**config.mk**
```make
export PLATFORM = sky130hd
export DESIGN_NAME = score_ctrl
export DESIGN_NICKNAME = d
export VERILOG_FILES = /design/src/rtl/score_ctrl.sv
export SDC_FILE = /design/constraint.sdc
export NUM_CORES = 1
export LEC_CHECK = 0
export BUFFER_PORTS_ARGS = -buffer_cell sky130_fd_sc_hd__clkbuf_2
export CORE_MARGIN = 4
export CORE_UTILIZATION = 45
export CTS_CLUSTER_DIAMETER = 80
export DETAILED_ROUTE_END_ITERATION = 8
export PLACE_DENSITY = 0.73
export SYNTH_ARGS = -nofsm -noshare
export SYNTH_HDL_FRONTEND = slang
export SYNTH_SLANG_ARGS = --single-unit
```
**constraint.sdc**
```tcl
create_clock -name vga_clk -period 3.1 [get_ports vga_clk]
set_input_delay 0.31 -clock vga_clk [delete_from_list [all_inputs] [get_ports vga_clk]]
set_output_delay 0.31 -clock vga_clk [all_outputs]
set_load 0.01 [all_outputs]
```
**src/rtl/score_ctrl.sv**
```systemverilog
// score_ctrl: game-phase sequencer, score/best keeper and display scan strobe
// for the FlappyBird datapath. Everything runs on the rising edge of vga_clk.
module score_ctrl #(
  parameter int SCORE_MAX   = 999,
  parameter int HOLD_CYCLES = 50000000,
  parameter int SCAN_DIV    = 25000
) (
  input  logic        vga_clk,
  input  logic        rst,
  input  logic        start_btn,
  input  logic        pass_pulse,
  input  logic        collide,
  output logic        waiting,
  output logic        playing,
  output logic        over,
  output logic        game_rst,
  output logic [11:0] score,
  output logic [11:0] best,
  output logic        new_best,
  output logic        scan_en
);

  // Hold counter only ever holds values up to HOLD_CYCLES-1.
  localparam int HOLD_W = (HOLD_CYCLES > 1) ? $clog2(HOLD_CYCLES) : 1;
  localparam int SCAN_W = $clog2(SCAN_DIV);

  localparam logic [HOLD_W-1:0] HOLD_LOAD = HOLD_W'(HOLD_CYCLES - 32'sd1);
  localparam logic [HOLD_W-1:0] HOLD_ZERO = HOLD_W'(32'd0);
  localparam logic [HOLD_W-1:0] HOLD_ONE  = HOLD_W'(32'd1);
  localparam logic [SCAN_W-1:0] SCAN_LAST = SCAN_W'(SCAN_DIV - 32'sd1);
  localparam logic [SCAN_W-1:0] SCAN_ZERO = SCAN_W'(32'd0);
  localparam logic [SCAN_W-1:0] SCAN_ONE  = SCAN_W'(32'd1);
  localparam logic [11:0]       SCORE_LIM = 12'(SCORE_MAX);

  typedef enum logic [1:0] {
    ST_WAIT = 2'd0,
    ST_PLAY = 2'd1,
    ST_OVER = 2'd2
  } state_t;

  state_t              state_r;
  state_t              state_nxt_s;
  logic                btn_q_r;
  logic                rise_s;
  logic [HOLD_W-1:0]   hold_r;
  logic [HOLD_W-1:0]   hold_nxt_s;
  logic [SCAN_W-1:0]   scan_cnt_r;
  logic [SCAN_W-1:0]   scan_cnt_nxt_s;
  logic                scan_wrap_s;
  logic [11:0]         score_r;
  logic [11:0]         score_nxt_s;
  logic [11:0]         best_r;
  logic [11:0]         best_nxt_s;
  logic                new_best_r;
  logic                new_best_nxt_s;
  logic                game_rst_r;
  logic                game_rst_nxt_s;
  logic                waiting_r;
  logic                playing_r;
  logic                over_r;
  logic                scan_en_r;

  assign rise_s      = start_btn & ~btn_q_r;
  assign scan_wrap_s = (scan_cnt_r == SCAN_LAST);

  assign waiting  = waiting_r;
  assign playing  = playing_r;
  assign over     = over_r;
  assign game_rst = game_rst_r;
  assign score    = score_r;
  assign best     = best_r;
  assign new_best = new_best_r;
  assign scan_en  = scan_en_r;

  // Next game phase, score, best and OVER dwell counter.
  always_comb begin
    state_nxt_s    = state_r;
    score_nxt_s    = score_r;
    best_nxt_s     = best_r;
    new_best_nxt_s = new_best_r;
    hold_nxt_s     = hold_r;
    game_rst_nxt_s = 1'b0;
    case (state_r)
      ST_WAIT: begin
        if (rise_s) begin
          state_nxt_s    = ST_PLAY;
          score_nxt_s    = 12'd0;
          game_rst_nxt_s = 1'b1;
        end else begin
          state_nxt_s    = ST_WAIT;
        end
      end
      ST_PLAY: begin
        // Collision wins over a same-cycle pass; best compares the pre-update score.
        if (collide) begin
          state_nxt_s = ST_OVER;
          hold_nxt_s  = HOLD_LOAD;
          if (score_r > best_r) begin
            best_nxt_s     = score_r;
            new_best_nxt_s = 1'b1;
          end else begin
            best_nxt_s     = best_r;
          end
        end else if (pass_pulse && (score_r < SCORE_LIM)) begin
          score_nxt_s = score_r + 12'd1;
        end else begin
          score_nxt_s = score_r;
        end
      end
      ST_OVER: begin
        // A press during the dwell is dropped, not queued.
        if (hold_r != HOLD_ZERO) begin
          hold_nxt_s = hold_r - HOLD_ONE;
        end else if (rise_s) begin
          state_nxt_s    = ST_WAIT;
          new_best_nxt_s = 1'b0;
        end else begin
          hold_nxt_s     = HOLD_ZERO;
        end
      end
      default: begin
        state_nxt_s    = ST_WAIT;
        new_best_nxt_s = 1'b0;
      end
    endcase
  end

  // Free-running scan divider, wraps after SCAN_DIV-1.
  always_comb begin
    scan_cnt_nxt_s = scan_cnt_r + SCAN_ONE;
    if (scan_wrap_s) begin
      scan_cnt_nxt_s = SCAN_ZERO;
    end else begin
      scan_cnt_nxt_s = scan_cnt_r + SCAN_ONE;
    end
  end

  // State, datapath and registered outputs; btn_q resets high so a held button cannot start a game.
  always_ff @(posedge vga_clk) begin
    if (rst) begin
      state_r    <= ST_WAIT;
      btn_q_r    <= 1'b1;
      hold_r     <= HOLD_ZERO;
      scan_cnt_r <= SCAN_ZERO;
      score_r    <= 12'd0;
      best_r     <= 12'd0;
      new_best_r <= 1'b0;
      game_rst_r <= 1'b0;
      waiting_r  <= 1'b1;
      playing_r  <= 1'b0;
      over_r     <= 1'b0;
      scan_en_r  <= 1'b0;
    end else begin
      state_r    <= state_nxt_s;
      btn_q_r    <= start_btn;
      hold_r     <= hold_nxt_s;
      scan_cnt_r <= scan_cnt_nxt_s;
      score_r    <= score_nxt_s;
      best_r     <= best_nxt_s;
      new_best_r <= new_best_nxt_s;
      game_rst_r <= game_rst_nxt_s;
      waiting_r  <= (state_nxt_s == ST_WAIT);
      playing_r  <= (state_nxt_s == ST_PLAY);
      over_r     <= (state_nxt_s == ST_OVER);
      scan_en_r  <= scan_wrap_s;
    end
  end

endmodule

```
* Yosys cells after proc, flatten, opt, wreduce, memory -nomap -nowiden
Cells that the tools add are included.
** Storage, ports and cells
- Register bits after elaboration :: 74
- Input bits :: 5
- Output and inout bits :: 30
** Operators by class
- Add/subtract/negate cells :: 3
- Order comparisons :: 2
- Eq/ne operators :: 13
- Muxes and demuxes :: 19
- Bitwise gates (word level) :: 3
- Reductions and logical operators :: 12
** Operator list (count)
- two-way mux 26 bit :: 3
- case mux 26 bit (2 select lines) :: 1
- two-way mux 12 bit :: 3
- nonzero test 26 bit :: 1
- subtractor 26 x 1 -> 26 bit (second input constant) :: 1
- case mux 12 bit (2 select lines) :: 1
- adder 15 x 1 -> 15 bit (second input constant) :: 1
- == test 15 bit (second input constant) :: 1
- inequality test 2 bit (second input constant) :: 7
- adder 12 x 1 -> 12 bit (second input constant) :: 1
- > comparator 12 bit :: 1
- less-than comparator 12 x 10 -> 1 bit (second input constant) :: 1
- two-way mux 1 bit :: 6
- two-way mux 2 bit :: 3
- case mux 2 bit (3 select lines) :: 1
- AND reduction 3 bit :: 2
- AND reduction 5 bit :: 1
- == test 2 x 1 -> 1 bit (second input constant) :: 2
- == test 2 bit (second input constant) :: 2
- zero test 2 bit :: 2
- AND reduction 4 bit :: 1
- nonzero test 2 bit :: 2
- OR reduction 2 bit :: 2
- inequality test 3 bit (second input constant) :: 1
- other kinds (4) :: 5

* Longest topological paths before layout
Gate-level depths: netlist (run 1).
- Depth after elaboration :: 6
- Gate-level depth with buffers :: 8
- Mapped depth without buffers :: 7

* Least setup slack after synthesis (run 1)
Ideal clock, no wire load.
- Kind :: register -> register
- From :: register hold_r[4]
- To :: register hold_r[3]
- Arrival time :: 2.313 ns
- Required time :: 2.968 ns
- Path slack :: 0.655 ns
- Stages on the path, launching flop included :: 8
- Period minus slack after synthesis :: 2.445 ns
- Cell sequence :: dfxtp_1 > buf_6 > or4_4 > or4_1 > buf_2 > or4_1 > a21oi_1 > nor3_1
** Between the ends
- Cells in the longest elaborated chain, start to end :: 3
** RTL lines
- from (decl) :: line 45 : logic [HOLD_W-1:0] hold_r;
- from (signal assigned) :: line 156 : hold_r <= hold_nxt_s;
- nonzero test 26 bit (*) :: line 112 : if (hold_r != HOLD_ZERO) begin
- inequality test 3 bit (no source line) / two-way mux 26 bit (equally long branches)
- AND reduction 3 bit (no source line) / case mux 26 bit (2 select lines) (equally long branches)
Mark *: on every way between the ends. The rest lies on a longest branch, timed or not.
A chain may end at the register's enable or synchronous reset.

* Final worst setup path (run 1)
- From :: register hold_r[4]
- To :: register hold_r[21]
** Between the ends
- Cells in the longest elaborated chain, start to end :: 3
** RTL lines (line)
- subtractor 26 x 1 -> 26 bit / nonzero test 26 bit (equally long branches) :: 113, 112
- two-way mux 26 bit / inequality test 3 bit (equally long branches)
- case mux 26 bit (2 select lines) / AND reduction 3 bit (equally long branches)
Several ways; a longest one is shown, not always the timed one.

==> impl_metrics.tcl, run 1 <==
set metrics [dict create \
    ys_types 61 \
    area_growth_pct 11.52 \
    fillerInstances 802 \
    crit_type "register to register" \
    clock_skew_ns 0.01470 \
    cts_tree "yes" \
    clk_pin_slew_worst_paths_ns 0.08 \
    required_ns 3.35 \
    grt_first_pass_wirelength_mm 16.41 \
    cts_resized 0 \
    syn_inst 470 \
    track_usage_pct 19.74 \
    r2r_start "hold_r[4]" \
    rsz0062_at_grt "no" \
    syn_nets 491 \
    r2r_end "hold_r[21]" \
    drtIter0Drc 221 \
    p_leak_nw 1.682 \
    start_util_pct 46.89 \
    clock_path_buffers 2 \
    drive_gt1_share_pct 15.05 \
    placementRows 33 \
    nNetsFinal 521 \
    grt_pass1_vias 3526 \
    hold_viol 0 \
    num_antenna_cells 0 \
    cp_data_arrival_time_ns 2.94 \
    first_pass_iters 5 \
    dieWidth_um 101.2 \
    async_reset_ff_share_pct 0 \
    reg2reg_depth 6 \
    cts-htree-levels 3 \
    setup_violations 0 \
    max_cap_viol_count 0 \
    max_freq_mhz 371.9 \
    io_pins 35 \
    cts_buffers 9 \
    worstHoldPathType "input port to register" \
    min_from "start_btn" \
    grt_max_degree 19 \
    clock_latency_ns 0.36 \
    mostFrequentLayoutCells "dfxtp_1 (74), nand2_1 (49), nor2_1 (43), clkbuf_2 (34)" \
    yosys_warnings 0 \
    drcViolationCount 0 \
    syn_avg_cell_area_um2 8.322 \
    routed_via_density 5.998 \
    antenna_found_initial 0 \
    start_kind "register" \
    cts-hold-fix-buffers 0 \
    io_buffers 34 \
    status "finished, final reports clean" \
    fin_ws_ns 0.4110 \
    holdPathEnd "btn_q_r" \
    cts_sinks 74 \
    die_area_um2 10250 \
    mostFrequentLayoutCell "dfxtp_1" \
    synth.yosys.seq_area_share_pct 37.88 \
    cts_root_buf "clkbuf_8" \
    finalWirelength_mm 9.628 \
    syn_area_um2 3911 \
    slew_viol_final 0 \
    whs_path_depth 2 \
    ff2ff_setup_slack_ns 0.41 \
    powerDensity_nw_per_um2 495.5 \
    ir_drop_v 0.0001888 \
    ys_seq_elements 74 \
    synth_ff_type "dfxtp_1" \
    period_share_pct 86.74 \
    tns_ns 0 \
    fin_crit_ns 2.689 \
    vias 3659 \
    overflow 0 \
    postCtsSetupRepairBufs 0 \
    place_congestion 0.9597 \
    place_ws_ns 0.4430 \
    worstMarginPinSlew_ns 0.7959 \
    synth_edf_count 0 \
    dieHeight_um 101.2 \
    slew_headroom_pct 46.24 \
    cp_max_fo 16 \
    cp-end-kind "register" \
    wire_per_inst_um 15.78 \
    hpwl_mm 6.998 \
    ant_nets 0 \
    core_um2 8341 \
]
where the power goes:
group | internal [mW] | leakage [nW] | switching (mW)
Combinational | 0.162 | 0.995 | 0.271
Sequential | 0.978 | 0.599 | 0.0372
Clock | 0.304 | 0.0884 | 0.409
Total | 1.44 | 1.68 | 0.718
cell usage after synthesis (6+ instances only):
master | number | area [µm²]
a211oi_1 | 6 | 45.04
a21oi_1 | 25 | 125.1
a221oi_1 | 7 | 61.31
clkbuf_1 | 18 | 67.56
dfxtp_1 | 74 | 1481
ha_1 | 16 | 200.2
inv_1 | 18 | 67.56
mux2i_1 | 12 | 120.1
nand2_1 | 49 | 183.9
nand3_1 | 25 | 125.1
nand4_1 | 11 | 68.82
nor2_1 | 43 | 161.4
nor3_1 | 18 | 90.09
nor4_1 | 11 | 68.82
o211ai_1 | 6 | 45.04
o21ai_0 | 8 | 40.04
or3_1 | 11 | 68.82
or4_1 | 16 | 120.1
xnor2_1 | 7 | 61.31
xor2_1 | 6 | 52.55
state kept, by name, summed over array words and instances, names as in the netlist:
| register | count |
|---|---|
| btn_q_r | 1 |
| game_rst | 1 |
| over | 1 |
| waiting | 1 |
| state_r | 2 |
| best | 12 |
| new_best | 1 |
| score | 12 |
| scan_en | 1 |
| playing | 1 |
| scan_cnt_r | 15 |
| hold_r | 26 |
logic make-up (layout without fill, tap and decap cells):
logic type      count (synthesis)  after routing  share of synthesized area (%)
compound gates                 84             84                          14.46
xor+xnor                       13             13                          2.911
fa+ha+maj                      16             16                          5.118
buf+inv                        42             77                          4.382
flops                          74             74                          37.88
mux                            17             17                          4.511
simple gates                  224            224                          30.74
routing by layer:
layer  GRT usage [%]  share of wire (%)
met1           25.92                 46
met2           31.39                 46
met3           4.408                6.3
met4           8.078                1.1
met5               0                  0
worst max-delay path, stage by stage, from the launching register on:
cell     delay (ns)
dfxtp_1        0.39
or4_4          0.60
or4_1          0.72
o21ai_2        0.33
buf_4          0.28
o41ai_1        0.10
and3_1         0.17
how the worst max path moves through the flow:
stage,slack [ns],cells after the start,to,start
finish,0.41,6,hold_r[21],hold_r[4]
global placement,0.50,7,hold_r[24],hold_r[0]
detailed placement,0.44,6,hold_r[21],hold_r[4]
global route,0.26,7,hold_r[3],hold_r[0]
CTS,0.43,6,hold_r[21],hold_r[4]
floorplan,0.65,7,hold_r[3],hold_r[4]
final cells by class:
cell class,count,area [µm²],share of cell area (%)
Clock buffer,9,123.9,2.840
Clock inverter,7,61.31,1.406
Inverter,18,67.56,1.549
Multi-Input combinational cell,354,2258,51.78
Sequential cell,74,1481,33.96
Tap cell,105,131.4,3.012
Timing Repair Buffer,43,237.7,5.450
stage by stage:
step / util (%) / power, mW / cells / hold slack, ns / cell area (µm²)
after floorplan: - / 1.355 / 470 / 0.4166 / 3911
after detailed placement: 50.08 / 1.457 / 594 / 0.4368 / 4177
after global placement: 50.08 / 1.451 / 594 / 0.4298 / 4177
after CTS: 52.30 / 2.172 / 610 / 0.1715 / 4362
after global routing: 52.30 / 2.278 / 610 / 0.1795 / 4362
final: 52.30 / 2.161 / 610 / 0.1878 / 4362
No activity file was read; power rests on OpenSTA's default activity.
==> run 2, diff against run 1 <==
--- a/config.mk
+++ b/config.mk
@@ -8,9 +8,11 @@
 export BUFFER_PORTS_ARGS = -buffer_cell sky130_fd_sc_hd__clkbuf_2
 export CORE_MARGIN = 4
 export CORE_UTILIZATION = 45
+export CTS_BUF_LIST = sky130_fd_sc_hd__clkbuf_8
 export CTS_CLUSTER_DIAMETER = 80
 export DETAILED_ROUTE_END_ITERATION = 8
 export PLACE_DENSITY = 0.73
+export REMOVE_ABC_BUFFERS = 1
 export SYNTH_ARGS = -nofsm -noshare
 export SYNTH_HDL_FRONTEND = slang
 export SYNTH_SLANG_ARGS = --single-unit
==> impl_metrics.tcl, run 2 (synthesis gave the netlist of run 1 again) <==
set metrics [dict create \
    status "finished, final reports clean" \
    cts-htree-levels 3 \
    period_share_pct 90.48 \
    drcViolationCount 0 \
    ir_drop_v 0.0002829 \
    busiest_layer "met2" \
    fillerInstances 812 \
    hpwl_mm 6.836 \
    grt_max_degree 24 \
    place_inst 594 \
    io_pins 35 \
    io_buffers 34 \
    routed_via_density 6.066 \
    cts_root_buf "clkbuf_8" \
    overflow 0 \
    cts-hold-fix-buffers 0 \
    p_leak_nw 1.697 \
    place_ws_ns 0.3671 \
    cts_buffers 9 \
    dieHeight_um 101.2 \
    placementRows 33 \
    grt_first_pass_wirelength_mm 16.32 \
    setup_violations 0 \
    met1_usage_pct 24.94 \
    num_antenna_cells 0 \
    core_um2 8341 \
    worstMarginPinSlew_ns 0.6763 \
    rsz0062_at_grt "no" \
    start_util_pct 46.89 \
    max_cap_viol_count 0 \
    fin_ws_ns 0.2950 \
    drive_gt1_share_pct 15.05 \
    vias 3700 \
    place_congestion 0.8877 \
    crit_type "register to register" \
    wire_per_inst_um 15.77 \
    top_register "hold_r" \
    track_usage_pct 19.54 \
    grt.met3_usage_pct 5.028 \
    grt_pass1_vias 3501 \
    hold_viol 0 \
    top_regs "hold_r: 26 flops, scan_cnt_r: 15 flops" \
    mostFrequentLayoutCell "dfxtp_1" \
    tns_ns 0 \
    slew_viol_final 0 \
    clock_path_buffers 2 \
    cp_data_arrival_time_ns 3.06 \
    drtIter0Drc 239 \
    postCtsSetupRepairBufs 0 \
    cp-end-kind "register" \
    grt_use_met2_pct 31.29 \
    powerDensity_nw_per_um2 515.2 \
    first_pass_iters 5 \
    clk_pin_slew_worst_paths_ns 0.09 \
    cts_tree "yes" \
    clock_skew_ns 0.01086 \
    required_ns 3.36 \
    finalWirelength_mm 9.618 \
    antenna_found_initial 0 \
    worstHoldPathType "input port to register" \
    clock_latency_ns 0.36 \
    final_core_util_pct 52.60 \
    cp_max_fo 14 \
    max_freq_mhz 356.5 \
    cts_resized 0 \
    largest_reg_flops 26 \
    crit_slowest_cell "or4_1" \
    layout.cells.non_filler 610 \
    area_growth_pct 12.16 \
    dieWidth_um 101.2 \
    fin_crit_ns 2.805 \
    mostFrequentLayoutCells "dfxtp_1 (74), nand2_1 (49), nor2_1 (43), clkbuf_2 (34)" \
    ant_nets 0 \
    nNetsFinal 521 \
    cp_cell_sequence "or4_4, or4_1, o21ai_2, buf_4, o41ai_1, and3_1" \
    finalPower_mw 2.260 \
    die_area_um2 10250 \
    critPathMaxStageDelay_ns 0.76 \
    slew_headroom_pct 54.50 \
    cts_sinks 74 \
    start_kind "register" \
]
[run 2: cell types whose count changed in the layout (fill, tap and decap cells not counted)]
cell,change
clkinvlp_4,-1
inv_8,+1
inv_6,-1
bufinv_16,+1
[run 2: report_power, final]
part	switching (mW)	internal, mW
Sequential	0.0373	0.978
Clock	0.410	0.388
Combinational	0.278	0.170
Total	0.724	1.54
[run 2: final timing paths]
kind                 start            end  slack [ns]  cells past startpoint
max              hold_r[4]     hold_r[21]        0.30                      6
min              start_btn        btn_q_r        0.20                      2
max reg2reg      hold_r[4]     hold_r[21]        0.30                      6
min reg2reg  scan_cnt_r[0]  scan_cnt_r[0]        0.47                      1
[run 2: stage by stage]
| stage | hold WS [ns] | cell area, µm² |
|---|---|---|
| 2_1_floorplan | 0.3791 | 3807 |
| 3_3_place_gp | 0.4282 | 4177 |
| 3_5_place_dp | 0.4501 | 4177 |
| 4_1_cts | 0.1785 | 4387 |
| 5_1_grt | 0.1726 | 4387 |
| 6_report | 0.1957 | 4387 |
[run 2: per-layer routing]
layer	part of all wire [%]	routed length, µm	vias up
met5	0	0	-
met4	2.6	247	0
met3	7.1	687	22
met2	46	4445	148
met1	44	4238	1728
li1	-	-	1802
[run 2: cell type report]
| type | count | area (µm²) | area share (%) |
|---|---|---|---|
| sequential | 74 | 1481 | 33.77 |
| clock inverter | 7 | 86.33 | 1.968 |
| inverter | 18 | 67.56 | 1.540 |
| multi-input combinational | 354 | 2258 | 51.48 |
| clock buffer | 9 | 123.9 | 2.824 |
| timing repair buffer | 43 | 237.7 | 5.419 |
| tap | 105 | 131.4 | 2.995 |
[run 2: worst max-delay path: cells and delay by family (launching register included)]
| kind | cells | cell delay, ns |
|---|---|---|
| AOI/OAI and AO/OA | 2 | 0.50 |
| buffers and inverters | 1 | 0.28 |
| DFF | 1 | 0.39 |
| and+or+nand+nor | 3 | 1.54 |
==> run 3, diff against run 2 <==
==> constraint.sdc (replaced) <==
create_clock -name vga_clk -period 3.2 [get_ports vga_clk]
set_input_delay 0.32 -clock vga_clk [delete_from_list [all_inputs] [get_ports vga_clk]]
set_output_delay 0.32 -clock vga_clk [all_outputs]
set_load 0.01 [all_outputs]
==> impl_metrics.tcl, run 3 (synthesis gave the netlist of run 1 again) <==
set metrics [dict create \
    cts_root_buf "clkbuf_8" \
    slew_headroom_pct 52.56 \
    rsz0062_at_grt "no" \
    first_pass_iters 5 \
    mostFrequentLayoutCell "dfxtp_1" \
    cts_buffers 9 \
    grt_first_pass_wirelength_mm 15.85 \
    cts_sinks 74 \
    vias 3641 \
    fin_crit_ns 2.782 \
    multi_input_area_um2 2258 \
    hpwl_mm 6.758 \
    place_congestion 0.8574 \
    nNetsFinal 520 \
    clock_latency_ns 0.35 \
    postCtsSetupRepairBufs 0 \
    die_area_um2 10250 \
    fillerInstances 803 \
    core_um2 8341 \
    p_leak_nw 1.691 \
    io_pins 35 \
    routed_via_density 5.979 \
    status "finished, final reports clean" \
    finalWirelength_mm 9.474 \
    ant_nets 0 \
    track_usage_pct 18.79 \
    cts-htree-levels 3 \
    seqCellArea_um2 1481 \
    antenna_found_initial 0 \
    grt_pass1_vias 3423 \
    final_cell_area_um2 4377 \
    period_share_pct 86.94 \
    powerDensity_nw_per_um2 496.9 \
    crit_type "register to register" \
    cts_resized 0 \
    top_regs "hold_r: 26 flops, scan_cnt_r: 15 flops" \
    clk_pin_slew_worst_paths_ns 0.09 \
    required_ns 3.44 \
    cts-hold-fix-buffers 0 \
    clock_skew_ns 0.01118 \
    clock_path_buffers 2 \
    tns_ns 0 \
    hold_viol 0 \
    area_growth_pct 11.90 \
    grt_max_degree 29 \
    ir_drop_v 0.0003017 \
    worstMarginPinSlew_ns 0.7101 \
    cts_tree "yes" \
    setup_violations 0 \
    dieWidth_um 101.2 \
    max_cap_viol_count 0 \
    cp_max_fo 14 \
    placementRows 33 \
    start_kind "register" \
    cp_data_arrival_time_ns 3.02 \
    placed_cell_area_um2 4169 \
    top_register "hold_r" \
    drive_gt1_share_pct 14.88 \
    cp-end-kind "register" \
    mostFrequentLayoutCells "dfxtp_1 (74), nand2_1 (49), nor2_1 (43), clkbuf_2 (34)" \
    drcViolationCount 0 \
    num_antenna_cells 0 \
    drtIter0Drc 224 \
    overflow 0 \
    dieHeight_um 101.2 \
    io_buffers 34 \
    largest_reg_flops 26 \
    wire_per_inst_um 15.56 \
    slew_viol_final 0 \
    max_freq_mhz 359.4 \
    start_util_pct 46.89 \
    worstHoldPathType "input port to register" \
]
==> run 3: report_power, final <==
group	internal (mW)	switching, mW
Sequential	0.947	0.0350
Combinational	0.157	0.267
Clock	0.376	0.394
==> run 3: stage by stage <==
stage / hold slack [ns] / setup WS, ns / std cells / utilization (%) / power (mW)
4_1_cts: 0.1997 / 0.4557 / 609 / 52.48 / 2.187
3_3_place_gp: 0.4316 / 0.5507 / 593 / 49.99 / 1.404
3_5_place_dp: 0.4431 / 0.5067 / 593 / 49.99 / 1.415
5_1_grt: 0.2209 / 0.2957 / 609 / 52.48 / 2.274
6_report: 0.2112 / 0.4178 / 609 / 52.48 / 2.175
2_1_floorplan: 0.3891 / 0.6056 / 446 / - / 1.291
==> run 3: path summary, 6_finish.rpt <==
| kind | start | to | slack (ns) | cells after the start |
|---|---|---|---|---|
| max | hold_r[4] | hold_r[21] | 0.42 | 6 |
| min | start_btn | btn_q_r | 0.21 | 2 |
| max reg2reg | hold_r[4] | hold_r[21] | 0.42 | 6 |
| min reg2reg | scan_cnt_r[0] | scan_cnt_r[0] | 0.45 | 1 |
==> run 3: critical path, stage by stage (launching register included) <==
cell and delay (ns):
dfxtp_1 0.40, or4_4 0.60, or4_1 0.73, o21ai_2 0.39
buf_4 0.28, o41ai_1 0.10, and3_1 0.17
==> run 3: layout make-up <==
class                           instances  share of cell area, %
Timing Repair Buffer                   42                  5.260
Clock buffer                            9                  2.830
Tap cell                              105                  3.002
Sequential cell                        74                  33.85
Inverter                               18                  1.544
Multi-Input combinational cell        354                  51.60
Clock inverter                          7                  1.915
==> run 3: layer usage <==
metal | global-route usage, % | wire [µm] | vias to the layer above
met5 | 0 | 0 | -
met4 | 6.237 | 165 | 0
met3 | 3.168 | 448 | 21
met2 | 31.69 | 4478 | 104
met1 | 24.35 | 4382 | 1721
li1 | - | - | 1795
